`src/rtl/ram_rd_stream.sv`:
```
// Streams LEN words from a synchronous block RAM starting at BASE as a valid/ready stream.
// RAM read latency is absorbed by a credit-limited in-flight pipe feeding a small output FIFO.
module ram_rd_stream #(
    parameter int unsigned DATA_W = 16,
    parameter int unsigned ADDR_W = 13,
    parameter int unsigned RD_LAT = 2,
    parameter int unsigned LEN_W  = ADDR_W + 1
) (
    input  logic              clk_i,
    input  logic              rst_i,
    input  logic              start_i,
    input  logic [ADDR_W-1:0] base_i,
    input  logic [LEN_W-1:0]  len_i,
    output logic              busy_o,
    output logic              done_o,
    output logic [ADDR_W-1:0] rd_addr_o,
    input  logic [DATA_W-1:0] rd_data_i,
    output logic [DATA_W-1:0] data_o,
    output logic              valid_o,
    output logic              last_o,
    input  logic              ready_i
);

    localparam int unsigned BUF_D = RD_LAT + 2;
    localparam int unsigned PTR_W = $clog2(BUF_D);
    localparam int unsigned CNT_W = $clog2(BUF_D + 1);
    localparam int unsigned OCC_W = CNT_W + 1;

    typedef enum logic [1:0] {StIdle, StRun, StDrain, StDone} state_e;

    state_e              state_q;
    logic                busy_q;
    logic                done_q;
    logic [ADDR_W-1:0]   addr_q;
    logic [LEN_W-1:0]    rem_q;
    logic [ADDR_W-1:0]   rd_addr_q;

    // issued_q is aligned with rd_addr_q; the pipe then covers the RAM latency
    logic                issued_q;
    logic                issued_last_q;
    logic [RD_LAT-1:0]   pipe_vld_q;
    logic [RD_LAT-1:0]   pipe_last_q;

    logic [DATA_W-1:0]   fifo_data_q [BUF_D];
    logic [BUF_D-1:0]    fifo_last_q;
    logic [PTR_W-1:0]    wr_ptr_q;
    logic [PTR_W-1:0]    rd_ptr_q;
    logic [CNT_W-1:0]    cnt_q;

    logic                push;
    logic                pop;
    logic                issue;
    logic                issue_last;
    logic                drained;
    logic [CNT_W-1:0]    inflight;
    logic [OCC_W-1:0]    occ;

    function automatic logic [PTR_W-1:0] ptr_inc(input logic [PTR_W-1:0] p);
        return (p == PTR_W'(BUF_D - 1)) ? '0 : p + PTR_W'(1);
    endfunction

    always_comb begin
        inflight = CNT_W'(issued_q);
        for (int i = 0; i < int'(RD_LAT); i++) begin
            inflight = inflight + CNT_W'(pipe_vld_q[i]);
        end
    end

    assign push = pipe_vld_q[RD_LAT-1];
    assign pop  = (cnt_q != '0) && ready_i;

    // A word popping this clock frees its credit now, which keeps one word/clk sustained
    assign occ  = OCC_W'(inflight) + OCC_W'(cnt_q) - OCC_W'(pop);

    assign issue      = (state_q == StRun) && (rem_q != '0) && (occ < OCC_W'(BUF_D));
    assign issue_last = issue && (rem_q == LEN_W'(1));
    assign drained    = (inflight == '0) &&
                        ((cnt_q == '0) || ((cnt_q == CNT_W'(1)) && pop));

    // Control FSM; zero-length requests pass through RUN and DRAIN without issuing,
    // so done_o lands two clocks after the start is accepted.
    always_ff @(posedge clk_i or posedge rst_i) begin
        if (rst_i) begin
            state_q       <= StIdle;
            busy_q        <= 1'b0;
            done_q        <= 1'b0;
            addr_q        <= '0;
            rem_q         <= '0;
            rd_addr_q     <= '0;
            issued_q      <= 1'b0;
            issued_last_q <= 1'b0;
        end else begin
            done_q        <= 1'b0;
            issued_q      <= issue;
            issued_last_q <= issue_last;
            case (state_q)
                StIdle: begin
                    if (start_i) begin
                        addr_q  <= base_i;
                        rem_q   <= len_i;
                        busy_q  <= 1'b1;
                        state_q <= StRun;
                    end
                end
                StRun: begin
                    if (issue) begin
                        rd_addr_q <= addr_q;
                        addr_q    <= addr_q + ADDR_W'(1);
                        rem_q     <= rem_q - LEN_W'(1);
                    end
                    if ((rem_q == '0) || issue_last) begin
                        state_q <= StDrain;
                    end
                end
                StDrain: begin
                    if (drained) begin
                        done_q  <= 1'b1;
                        state_q <= StDone;
                    end
                end
                StDone: begin
                    busy_q  <= 1'b0;
                    state_q <= StIdle;
                end
                default: begin
                    busy_q  <= 1'b0;
                    state_q <= StIdle;
                end
            endcase
        end
    end

    always_ff @(posedge clk_i or posedge rst_i) begin
        if (rst_i) begin
            pipe_vld_q  <= '0;
            pipe_last_q <= '0;
        end else begin
            pipe_vld_q[0]  <= issued_q;
            pipe_last_q[0] <= issued_last_q;
            for (int i = 1; i < int'(RD_LAT); i++) begin
                pipe_vld_q[i]  <= pipe_vld_q[i-1];
                pipe_last_q[i] <= pipe_last_q[i-1];
            end
        end
    end

    always_ff @(posedge clk_i or posedge rst_i) begin
        if (rst_i) begin
            for (int i = 0; i < int'(BUF_D); i++) begin
                fifo_data_q[i] <= '0;
            end
            fifo_last_q <= '0;
            wr_ptr_q    <= '0;
            rd_ptr_q    <= '0;
            cnt_q       <= '0;
        end else begin
            if (push) begin
                fifo_data_q[wr_ptr_q] <= rd_data_i;
                fifo_last_q[wr_ptr_q] <= pipe_last_q[RD_LAT-1];
                wr_ptr_q              <= ptr_inc(wr_ptr_q);
            end
            if (pop) begin
                rd_ptr_q <= ptr_inc(rd_ptr_q);
            end
            cnt_q <= cnt_q + CNT_W'(push) - CNT_W'(pop);
        end
    end

    assign busy_o    = busy_q;
    assign done_o    = done_q;
    assign rd_addr_o = rd_addr_q;
    assign data_o    = fifo_data_q[rd_ptr_q];
    assign last_o    = fifo_last_q[rd_ptr_q];
    assign valid_o   = (cnt_q != '0);

endmodule

```
`config.mk`:
```
export PLATFORM = sky130hd
export DESIGN_NAME = ram_rd_stream
export DESIGN_NICKNAME = d
export VERILOG_FILES = /design/src/rtl/ram_rd_stream.sv
export SDC_FILE = /design/constraint.sdc
export NUM_CORES = 1
export LEC_CHECK = 0
export BUFFER_PORTS_ARGS = -buffer_cell sky130_fd_sc_hd__buf_2
export CORE_AREA = 2 2 160 84
export DETAILED_ROUTE_END_ITERATION = 8
export DIE_AREA = 0 0 162 86
export PLACE_DENSITY_LB_ADDON = 0.3
export SETUP_SLACK_MARGIN = 0.1
export SYNTH_ARGS = -nofsm -noshare
export SYNTH_HDL_FRONTEND = slang
export SYNTH_SLANG_ARGS = --single-unit
```
`constraint.sdc`:
```
create_clock -name clk_i -period 5.75 [get_ports clk_i]
set_input_delay 0.2875 -clock clk_i [delete_from_list [all_inputs] [get_ports clk_i]]
set_output_delay 0.2875 -clock clk_i [all_outputs]
set_load 0.02 [all_outputs]
```
==> metrics.md <==
| Metric | Value |
|---|---|
| Crit start category | flop |
| # resized after CTS | 0 |
| Post-synth top cells | dfrtp_1, mux2_2, nand2_1, inv_1, o21ai_0 |
| CP Capture Type | flop |
| Root buffer cell | clkbuf_16 |
| Via count | about 4300 |
| Worst clock skew | roughly 13 ps |
| Critical path type | reg2reg |
| Violated checks | hold timing |
| Ys Warns | 0 |
| Layer with the highest usage | met1 |
| 1st-iter DRT viols | roughly 230 |
| Gate Count Post-Synth | 505 |
| CTS tree | done |
| F_max | around 280 MHz |
| Detail Placement HPWL | ~9900 um |
| Final hold vios | 18 |
| GRT overflow | 0 |
| Wire per inst | around 18 um |
| Predominant post-synthesis flop cell | dfrtp_1 |
| GPL Wtd Cong | 0.866 |
| Worst vdd ir | between 0.3 and 0.4 mV |
| Synth top area cells | dfrtp_1, mux2_2, mux4_2 |
| Final TNS setup | 0 ps |
| Post-synth EDFFs | 0 |
| Detailed Route WL | about 14000 um |
| Syn Area/Cell | 12.2 um^2 |
| Endpoints failing setup | 0 |
| Clock slew at reported path FFs | about 70 ps |
| IO buf count | about 80 |
| RSZ-0062 raised after global routing | false |
| Drt via density | 5.64 |
| Share of layout cells above drive strength 1 | 0.373 |
| CP max-delay cell | o211ai_2 |
| Clock Sinks | 125 |
| WP data required | 6040 ps |
| Vias in the first global route | around 4600 |
| Largest net degree at the start of global routing | between 70 and 80 |
| Hold_ws | -17.3 ps |
| Inserted Clock Buffers | 17 |
| Pwr Density | between 600 and 700 nW/um^2 |
| Core Area | between 10000 and 15000 um^2 |
| Final worst path period share | 0.624 |
| Post-Syn Area | 6160 um^2 |
| Register area share after synthesis | 0.508 |
| Met1 Usage GRT | 0.328 |
| Global Route Usage Sum | 0.218 |
| Worst skew pair latency | roughly 410 ps |
| Status | finished, violations left |
| Yosys top cell by area | dfrtp_1 |
| Synth cell types | between 60 and 70 |
| Crit path DAT | 3880 ps |
| Synthesized Nets | 572 |
| # H-tree levels | 4 |
| Post-CTS setup buffer count | 0 |
| HP Class | in2async |
| Std-Cell Rows | 29 |
| Area Overhead vs Synth | 18.4% |
| Max-cap violations | 0 |
| Antenna violations before repair | 1 |
| Minimum clock period | 3590 ps |
| Synth top area share | 0.508 |
| # IOs | 80 |
| Worst-margin pin slew | about 1100 ps |
| Final core utilization | 0.588 |
| Layout Nets | around 650 |
| GR Util met2 | 0.323 |
| Leak | about 3.3 nW |
| First-pass GRT wire length | 23600 um |
| DRT antenna net count | 0 |
| Die Ht | roughly 86 um |
| Most common cell in the synthesized netlist | dfrtp_1 |
| CP max stage delay | 840 ps |
| CTS Hold Buffers Added | 0 |
| Starting Density | 0.497 |
| Die width | 162 um |
| CTS max path bufs | 2 |
| Relative slew margins | 0.296 |
| Async SR Flop Fraction | 1.00 |
| CP cell instances | inv_1 > fa_1 > ha_1 > inv_1 > ha_1 > and3b_1 > o211a_1 > o211ai_2 > nand2_2 > a32o_1 |
| Critical Path Fanout Max | 21 |
| 1st-pass router iterations | 5 |
| N_diodes | 0 |
| Max Slew Vio Count | 0 |
| Die area | 13900 um^2 |
| Synth Register Bits | 125 |
| # DRC | 0 |
| Met3 GRT Util | 0.0479 |
[cell usage in the layout (no fill, tap or decap), types with 5 or more instances in the layout]
| cell | Yosys | final |
|---|---|---|
| o22ai_1 | 6 | 6 |
| dfrtp_1 | 125 | 125 |
| mux2i_1 | 6 | 6 |
| o211ai_1 | 8 | 8 |
| nor2_1 | 13 | 13 |
| clkbuf_16 | 0 | 17 |
| nand2_1 | 52 | 52 |
| o21ai_0 | 23 | 23 |
| mux4_2 | 17 | 17 |
| mux2_2 | 72 | 72 |
| nand3_1 | 8 | 8 |
| inv_6 | 0 | 5 |
| ha_1 | 18 | 18 |
| buf_2 | 3 | 79 |
| a21oi_1 | 12 | 12 |
| or3_1 | 6 | 6 |
| inv_1 | 30 | 29 |
| nor3_1 | 16 | 16 |
[worst paths after layout]
check,from,slack (ps),endpoint,cells after the start
setup / recovery,pipe_vld_q[1],2160,rem_q[7],10
hold / removal,rst_i,-20,rd_addr_o[0],2
hold reg to reg,issued_last_q,350,pipe_last_q[0],0
setup reg to reg,pipe_vld_q[1],2160,rem_q[7],10
max in group asynchronous,rst_i,4410,fifo_data_q[49],3
min in group clk_i,len_i[6],120,rem_q[6],3
[critical path, delay by kind of cell, from the launching register on]
family | cells | cell delay, ps
buf+inv | 2 | 140
compound gates | 3 | 1420
fa+ha+maj | 3 | 990
flops | 1 | 470
simple gates | 2 | 460
[registers in the layout, indices dropped and copies added (netlist names)]
signal,cells
pipe_last_q,2
busy_o,1
fifo_data_q,64
issued_last_q,1
rd_addr_o,13
pipe_vld_q,2
rd_ptr_q,2
addr_q,13
state_q,2
issued_q,1
rem_q,14
wr_ptr_q,2
done_o,1
fifo_last_q,4
cnt_q,3
[cell type report]
type	instances	area [um^2]
Inverter	32	123
Tap cell	170	213
Sequential cell	125	3130
Fill cell	1057	5110
Clock buffer	17	425
Timing Repair Buffer	83	425
Clock inverter	15	176
Multi-Input combinational cell	326	2810
[power breakdown]
| group | switching (mW) | total (mW) | internal (mW) |
|---|---|---|---|
| logic | 1.08 | 1.97 | 0.888 |
| registers | 0.349 | 1.65 | 1.30 |
| clock network | 0.440 | 1.10 | 0.656 |
| total | 1.87 | 4.71 | 2.84 |
[logic make-up after synthesis]
logic type,Yosys count,synth area share
AOI/OAI and AO/OA,82,0.0944
xor gates and xnor gates,3,0.00426
adders and majority gates,20,0.0430
buffers and inverters,54,0.0372
DFF,125,0.508
muxes,95,0.203
and+or+nand+nor,126,0.110
[layer usage]
metal  vias up  part of all wire
met5         -                 0
met4         0            0.0083
met3        11             0.060
met2       140              0.43
met1      2182              0.50
li1       1998                 -
[stage by stage]
step / power (mW) / setup WS [ps] / instances / cell area (um^2)
5_1_grt: 5.01 / 1970 / 768 / 7300
6_report: 4.71 / 2160 / 768 / 7300
3_5_place_dp: 3.62 / 2200 / 736 / 6690
3_3_place_gp: 3.51 / 2350 / 736 / 6690
4_1_cts: 4.73 / 2190 / 768 / 7300
2_1_floorplan: 3.08 / 2130 / 505 / 6160
Power figures use the tool's default switching activity.
